## config.mk

```make
export PLATFORM = sky130hd
export DESIGN_NAME = tag_ctrl
export DESIGN_NICKNAME = d
export VERILOG_FILES = /design/src/rtl/tag_ctrl.sv
export SDC_FILE = /design/constraint.sdc
export NUM_CORES = 1
export LEC_CHECK = 0
export ABC_AREA = 1
export ABC_CLOCK_PERIOD_IN_PS = 1900
export CAP_MARGIN = 5
export CORE_AREA = 2 2 252 254
export DETAILED_ROUTE_END_ITERATION = 10
export DIE_AREA = 0 0 254 256
export GPL_TIMING_DRIVEN = 0
export SYNTH_ARGS = -nofsm -noshare
export SYNTH_HDL_FRONTEND = slang
export SYNTH_SLANG_ARGS = --single-unit
```

## constraint.sdc

```tcl
create_clock -name clk_i -period 1.9 [get_ports clk_i]
set_clock_uncertainty 0.15 [all_clocks]
set_input_delay 0.19 -clock clk_i [delete_from_list [all_inputs] [get_ports clk_i]]
set_output_delay 0.19 -clock clk_i [all_outputs]
set_load 0.02 [all_outputs]
```

## src/rtl/tag_ctrl.sv

```systemverilog
// tag_ctrl: L1 tag-array sequencer with init clear, flush, lookup compare and read-merge-write update
module tag_ctrl #(
  parameter int NUM_WAY  = 8,
  parameter int SET_W    = 7,
  parameter int OFFSET_W = 5
) (
  input  logic                       clk_i,
  input  logic                       rst_ni,
  input  logic                       lk_req_i,
  output logic                       lk_ready_o,
  input  logic [31:0]                lk_addr_i,
  output logic                       lk_resp_valid_o,
  output logic                       lk_hit_o,
  output logic [$clog2(NUM_WAY)-1:0] lk_hit_way_o,
  output logic [NUM_WAY-1:0]         lk_valid_vec_o,
  output logic [NUM_WAY-1:0]         lk_dirty_vec_o,
  input  logic                       upd_req_i,
  output logic                       upd_ready_o,
  input  logic [31:0]                upd_addr_i,
  input  logic [$clog2(NUM_WAY)-1:0] upd_way_i,
  input  logic                       upd_v_i,
  input  logic                       upd_d_i,
  output logic                       upd_done_o,
  input  logic                       flush_req_i,
  output logic                       init_done_o,
  output logic                       tag_mem_en_o,
  output logic                       tag_rd_wr_o,
  output logic [31:0]                tag_addr_o,
  output logic [32*NUM_WAY-1:0]      tag_wdata_o,
  input  logic [32*NUM_WAY-1:0]      tag_rdata_i
);
  localparam int TAG_W = 32 - OFFSET_W - SET_W;
  localparam int WAY_W = $clog2(NUM_WAY);
  typedef enum logic [2:0] {RST, INIT, IDLE, LK_CMP, UPD_RD, UPD_WR} state_e;
  state_e             state_q, state_d;
  logic [SET_W-1:0]   cnt_q, cnt_d, tag_idx, upd_idx_q;
  logic               init_done_q, init_done_d, upd_done_q, upd_done_d;
  logic [TAG_W-1:0]   lk_tag_q, upd_tag_q;
  logic [WAY_W-1:0]   upd_way_q, hit_way;
  logic               upd_v_q, upd_d_q, serve, lk_acc, upd_acc, resp;
  logic [NUM_WAY-1:0] match, valid_vec, dirty_vec;
  logic [32*NUM_WAY-1:0] merged;
  logic               unused_offset;
  assign unused_offset = ^{lk_addr_i[OFFSET_W-1:0], upd_addr_i[OFFSET_W-1:0]};
  assign serve       = (state_q == IDLE || state_q == LK_CMP) && init_done_q;
  assign upd_ready_o = serve && !flush_req_i;
  assign lk_ready_o  = upd_ready_o && !upd_req_i;
  assign lk_acc      = lk_req_i && lk_ready_o;
  assign upd_acc     = upd_req_i && upd_ready_o;
  assign resp        = state_q == LK_CMP;
  assign init_done_o = init_done_q;
  assign upd_done_o  = upd_done_q;
  assign tag_addr_o  = {{(32-SET_W){1'b0}}, tag_idx};
  // per-way compare of the returned set; the descending scan leaves the lowest matching way
  always_comb begin
    hit_way = '0;
    for (int w = NUM_WAY - 1; w >= 0; w--) begin
      valid_vec[w] = tag_rdata_i[32*w+31];
      dirty_vec[w] = tag_rdata_i[32*w+30];
      match[w]     = valid_vec[w] && tag_rdata_i[32*w+:TAG_W] == lk_tag_q;
      hit_way      = match[w] ? WAY_W'(w) : hit_way;
    end
  end
  assign lk_resp_valid_o = resp;
  assign lk_hit_o        = resp && |match;
  assign lk_hit_way_o    = resp ? hit_way : '0;
  assign lk_valid_vec_o  = resp ? valid_vec : '0;
  assign lk_dirty_vec_o  = resp ? dirty_vec : '0;
  // replace only the target way of the freshly read set
  always_comb begin
    merged = tag_rdata_i;
    for (int w = 0; w < NUM_WAY; w++)
      merged[32*w+:32] = WAY_W'(w) == upd_way_q ? {upd_v_q, upd_d_q, {(30-TAG_W){1'b0}}, upd_tag_q} : tag_rdata_i[32*w+:32];
  end
  // next state, SRAM command and arbitration (flush > update > lookup)
  always_comb begin
    state_d     = state_q;
    cnt_d       = cnt_q;
    init_done_d = init_done_q;
    upd_done_d  = 1'b0;
    tag_mem_en_o = 1'b0;
    tag_rd_wr_o  = 1'b0;
    tag_idx      = '0;
    tag_wdata_o  = '0;
    case (state_q)
      RST: begin
        state_d = INIT;
        cnt_d   = '0;
      end
      INIT: begin
        tag_mem_en_o = 1'b1;
        tag_rd_wr_o  = 1'b1;
        tag_idx      = cnt_q;
        cnt_d        = cnt_q + 1'b1;
        state_d      = &cnt_q ? IDLE : INIT;
        init_done_d  = &cnt_q;
      end
      IDLE, LK_CMP: begin
        state_d = IDLE;
        if (flush_req_i) begin
          state_d     = INIT;
          cnt_d       = '0;
          init_done_d = 1'b0;
        end else if (upd_acc) begin
          tag_mem_en_o = 1'b1;
          tag_idx      = upd_addr_i[OFFSET_W+:SET_W];
          state_d      = UPD_WR;
        end else if (lk_acc) begin
          tag_mem_en_o = 1'b1;
          tag_idx      = lk_addr_i[OFFSET_W+:SET_W];
          state_d      = LK_CMP;
        end
      end
      UPD_WR: begin
        tag_mem_en_o = 1'b1;
        tag_rd_wr_o  = 1'b1;
        tag_idx      = upd_idx_q;
        tag_wdata_o  = merged;
        state_d      = IDLE;
        upd_done_d   = 1'b1;
      end
      default: state_d = IDLE;
    endcase
  end
  // state, counter and captured request fields; reset aborts any operation in flight
  always_ff @(posedge clk_i or negedge rst_ni) begin
    if (!rst_ni) begin
      state_q     <= RST;
      cnt_q       <= '0;
      init_done_q <= 1'b0;
      upd_done_q  <= 1'b0;
      lk_tag_q    <= '0;
      upd_tag_q   <= '0;
      upd_idx_q   <= '0;
      upd_way_q   <= '0;
      upd_v_q     <= 1'b0;
      upd_d_q     <= 1'b0;
    end else begin
      state_q     <= state_d;
      cnt_q       <= cnt_d;
      init_done_q <= init_done_d;
      upd_done_q  <= upd_done_d;
      if (lk_acc && !upd_acc && !flush_req_i) lk_tag_q <= lk_addr_i[31-:TAG_W];
      if (upd_acc) begin
        upd_tag_q <= upd_addr_i[31-:TAG_W];
        upd_idx_q <= upd_addr_i[OFFSET_W+:SET_W];
        upd_way_q <= upd_way_i;
        upd_v_q   <= upd_v_i;
        upd_d_q   <= upd_d_i;
      end
    end
  end
endmodule

```

# Word-level counts from Yosys, hierarchy flattened
# Cells that the tools add are included.
[totals]
regBits = 64
inputBits = 330
output_inout_bits = 315
wordCells = 100
[classes]
n_addsub = 1
eq_ne = 20
mux = 39
reduce_logical = 30
[op_table]
columns = ["op", "count"]
rows = [
  ["256-bit two-way mux", 1],
  ["32-bit two-way mux", 8],
  ["20-bit equality test", 8],
  ["7-bit case mux with 3 select lines", 2],
  ["3-bit two-way mux", 11],
  ["7-bit two-way mux", 4],
  ["1-bit logical AND", 16],
  ["8-bit two-way mux", 2],
  ["3-bit equality test, first input constant", 4],
  ["3-bit case mux with 3 select lines", 1],
  ["8-bit OR reduction", 1],
  ["7-bit by 1-bit adder with 7-bit output, second input constant", 1],
  ["1-bit two-way mux", 7],
  ["7-bit AND reduction", 1],
  ["2-bit by 3-bit equality test with 1-bit output, first input constant", 2],
  ["3-bit by 2-bit equality test with 1-bit output, second input constant", 2],
  ["3-bit logical NOT", 2],
  ["1-bit case mux with 2 select lines", 2],
  ["2-bit AND reduction", 2],
  ["2-bit OR reduction", 2],
  ["1-bit by 3-bit equality test with 1-bit output, first input constant", 1],
  ["3-bit by 1-bit equality test with 1-bit output, second input constant", 1],
  ["3-bit equality test, second input constant", 1],
  ["1-bit logical NOT", 3],
  ["other kinds (5)", 5],
]

# Logic depth before layout (Yosys ltp)
[depth]
depth_word = 11
depth_mapped = 15
ltp_nobuf = 14

# Worst setup path after synthesis
# Ideal clock, no wire load.
[synth_path]
path_type = "register to output"
from = "register state_q[1]"
to = "output tag_wdata_o[104]"
t_arrival_ns = 1.770
required_time_ns = 1.560
path_slack_ns = -0.210
stages_incl_launch_ff = 9
path_buffers = 3
path_cell_list = "dfrtp_1 > nor2_2 > inv_2 > nor2_1 > buf_2 > inv_2 > buf_2 > buf_2 > a21oi_1"
[synth_between]
elab_chain_len = 2
[synth_rtl]
columns = ["item", "line_no", "text"]
rows = [
  ["start: declaration", "35", "state_e state_q, state_d;"],
  ["start signal: assignment", "139", "state_q <= state_d;"],
  ["3-bit equality test", "85", "case (state_q)"],
  ["256-bit two-way mux", "85", ""],
  ["end: declaration", "29", "output logic [32*NUM_WAY-1:0] tag_wdata_o,"],
]
# Every way passes these cells.

# Worst setup path after layout
[layout_path]
from = "register lk_tag_q[1]"
to = "output lk_hit_way_o[0]"
[layout_between]
elab_chain_len = 11
[layout_rtl]
columns = ["item", "line_no", "text"]
rows = [
  ["start: declaration", "38", "logic [TAG_W-1:0] lk_tag_q, upd_tag_q;"],
  ["start signal: assignment", "143", "if (lk_acc && !upd_acc && !flush_req_i) lk_tag_q <= lk_addr_i[31-:TAG_W];"],
  ["20-bit equality test", "60", "match[w] = valid_vec[w] && tag_rdata_i[32*w+:TAG_W] == lk_tag_q;"],
  ["1-bit logical AND", "60", ""],
  ["3-bit two-way mux (7 in a row)", "61", "hit_way = match[w] ? WAY_W'(w) : hit_way;"],
  ["3-bit two-way mux (*)", "61", ""],
  ["3-bit two-way mux (*)", "66", "assign lk_hit_way_o = resp ? hit_way : '0;"],
  ["end: declaration", "14", "output logic [$clog2(NUM_WAY)-1:0] lk_hit_way_o,"],
]
# Every way passes the cells marked *; elsewhere a longest branch is shown, timed or not.

==> flow_summary.yaml <==
setup_path:
  timing.critical_path.arrival_ns: 2.39
  critPathMaxFanout: 4
  cells_on_worst_reg2reg_path: 14
  endpoint_kind: "output port"
  timing.critical_path.from_type: "flip-flop"
  worst_setup_path_startpoint: "lk_tag_q[1]"
  required_ns: 1.56
  worst_flop_to_flop_path_startpoint: "state_q[1]"
  critical_path_class: "flip-flop to output port"
placed_design:
  worst_slack_placed_ns: -1.72
  place_congestion: 0.903
  detailed_place_hpwl_mm: 67.1
  buffer_ports.inserted: 608
synth:
  synth_seq_cells: 64
  synth_enable_flop_cells: 0
  synth.cell_area_sq_um: 8390
  synth_ff_type: "dfrtp_1"
  synth_cells: 1527
  cell_variety_after_synth: 39
  syn-mean-instance-area_sq_um: 5.49
  yosys_warnings: 0
  synth-seq-area-share: 0.191
  synth-async-reset-ratio: 1.00
route:
  vias: 15300
  wl_per_cell_um: 30.4
  vias_per_cell: 4.74
  drc: 0
  detailedRoute.firstIterationViolations: 1387
  detail-route-antenna-nets: 0
  dr.pass1.iters: 8
  route.final.wire_length_mm: 98.5
clocking:
  cts_buffers: 9
  clk_pin_slew_ns: 0.06
  clock_tree.buffer_depth: 2
  clock_tree_sinks: 64
  root_buffer: "clkbuf_16"
  clock_tree_from_tritoncts: "done"
  clock_latency_ns: 0.37
  cts_htree_levels: 3
final_layout:
  area_of_the_multi_input_gates_sq_um: 8710
  post_route_cells_drive_above_1_share: 0.510
  layout.nets: 2718
  utilization: 0.379
  layout_common_cells: "nand2_1, buf_6, clkdlybuf4s50_1"
  seqCellArea_sq_um: 1630
  fillerInstances: 6297
  syn2layout_area_growth_pct: 182
  layout_commonest_cell: "nand2_1"
power_and_ir_drop:
  total_power_mw: 9.07
  ir_worst_vdd_mv: 0.861
  power_density_nw_per_um2: 384
  leakagePower_nw: 9.86
floorplanning:
  io-pin-count: 645
  die_area_sq_um: 65000
  die_h_um: 256
  initial_core_util: 0.134
  width_of_the_chip_um: 254
  core_area_sq_um: 62400
  std_cell_rows: 92
sta:
  finalHoldViolCount: 0
  post-route-period-util: 1.44
  top_achievable_clock_speed_mhz: 366
  timing.final.crit_period_ns: 2.73
  final_max_slew_viol_count: 0
  rsz_0062_raised_after_global_routing: "true"
  timing_worst_slew_pin_value_ns: 0.951
  fin_setup_tns_ns: -156.39
  postLayoutSetupSlackWorst_ns: -0.831
  finalSetupViolCount: 343
  max-slew-margin-rel: 0.366
global_route:
  antenna_found_initial: 15
  gr-total-overflow: 0
  groute.usage.overall: 0.283
  grt_max_degree: 45
  number_of_global_route_vias_before_repair: 14800
  grt_first_pass_wirelength_mm: 125
run_status:
  status: "finished with violations"
  violations: "negative setup slack"
job:
  max_cap_viol_count: 0
worst_hold_path:
  timing.hold.worst.class: "input pin to async pin"
-- synth_stat cells (all sizes together) (2+ instances only) --
library cell | number | area [sq um]
and3 | 2 | 12.5
xor2 | 14 | 123
xnor2 | 31 | 272
buf | 90 | 539
dfrtp | 64 | 1600
o2111ai | 2 | 17.5
inv | 168 | 631
a22oi | 6 | 45.0
o22ai | 69 | 432
nand2 | 361 | 1360
a21oi | 184 | 921
nand3 | 35 | 175
nor3 | 10 | 98.9
o21ai | 172 | 865
nor2 | 250 | 951
o211ai | 2 | 15.0
nand4 | 9 | 56.3
clkbuf | 48 | 180
-- worst paths after layout --
| check | to | slack [ns] |
|---|---|---|
| setup reg to reg | upd_tag_q[2] | -0.42 |
| hold reg to reg | upd_idx_q[5] | 0.35 |
| min in group clk_i | upd_tag_q[12] | 0.19 |
| max in group asynchronous | upd_tag_q[19] | 0.89 |
| setup / recovery | lk_hit_way_o[0] | -0.83 |
| hold / removal | lk_tag_q[16] | 0.13 |
-- critical path, cell delays in order (launching register included) --
cell	delay (ns)
dfrtp_1	0.37
buf_12	0.13
clkinvlp_4	0.23
nand2_1	0.14
nand2_1	0.06
nor2_1	0.09
nand2_1	0.07
nor2_1	0.12
nand2_2	0.10
nor2_2	0.10
nand2_2	0.08
nand2_1	0.08
nand2_1	0.05
nand2_1	0.05
nand2_1	0.06
a21oi_2	0.15
buf_6	0.14
-- layer usage --
| layer | GRT usage | share of wire | vias up |
|---|---|---|---|
| met1 | 0.337 | 0.38 | 7376 |
| met4 | 0.129 | 0.057 | 14 |
| li1 | - | - | 6659 |
| met3 | 0.111 | 0.11 | 231 |
| met2 | 0.447 | 0.45 | 1069 |
| met5 | 0 | 0.00097 | - |
-- through the flow --
step / hold slack, ns / area (sq um) / instances
4_1_cts: 0.125 / 21000 / 3178
6_report: 0.131 / 23600 / 3241
3_3_place_gp: 0.313 / 16400 / 3005
2_1_floorplan: -0.256 / 9280 / 1551
3_5_place_dp: -0.0170 / 16500 / 3010
5_1_grt: 0.155 / 23600 / 3239
-- cells by family after synthesis --
logic type,count (synthesis),synth area share
buffers and inverters,307,0.161
muxes,1,0.00134
adders and majority gates,1,0.00149
xor gates and xnor gates,45,0.0470
and+or+nand+nor,669,0.320
other,1,0.000447
AOI/OAI and AO/OA,439,0.277
DFF,64,0.191
-- power breakdown --
| part | internal [mW] | total, mW | switching, mW |
|---|---|---|---|
| clock | 1.30 | 2.10 | 0.804 |
| combinational | 2.00 | 4.88 | 2.88 |
| sequential | 1.54 | 2.09 | 0.552 |
| total | 4.84 | 9.07 | 4.23 |
-- area by class of cell --
cell class,count,share of cell area
timing repair buffer,843,0.398
multi-input combinational,1180,0.369
buffer,119,0.0696
sequential,64,0.0688
tap,846,0.0448
inverter,169,0.0342
clock buffer,9,0.00954
clock inverter,7,0.00530
timing repair inverter,1,0.000371
antenna,3,0.000318
-- sequential cells by signal (all words and copies together) (netlist names) --
name         flops
cnt_q            7
init_done_o      1
lk_tag_q        20
state_q          3
upd_d_q          1
upd_done_o       1
upd_idx_q        7
upd_tag_q       20
upd_v_q          1
upd_way_q        3
-- what timing repair did --
| item | in CTS | in global routing |
|---|---|---|
| resized for setup | 2338 | 628 |
| hold buffers | 1 | 0 |
| hold endpoints to repair | 64 | 0 |
| setup endpoints to repair | 310 | 346 |
| setup buffers | 129 | 88 |
| gates cloned | 28 | 9 |
| pin swaps | 35 | 87 |
Power figures use the tool's default switching activity.
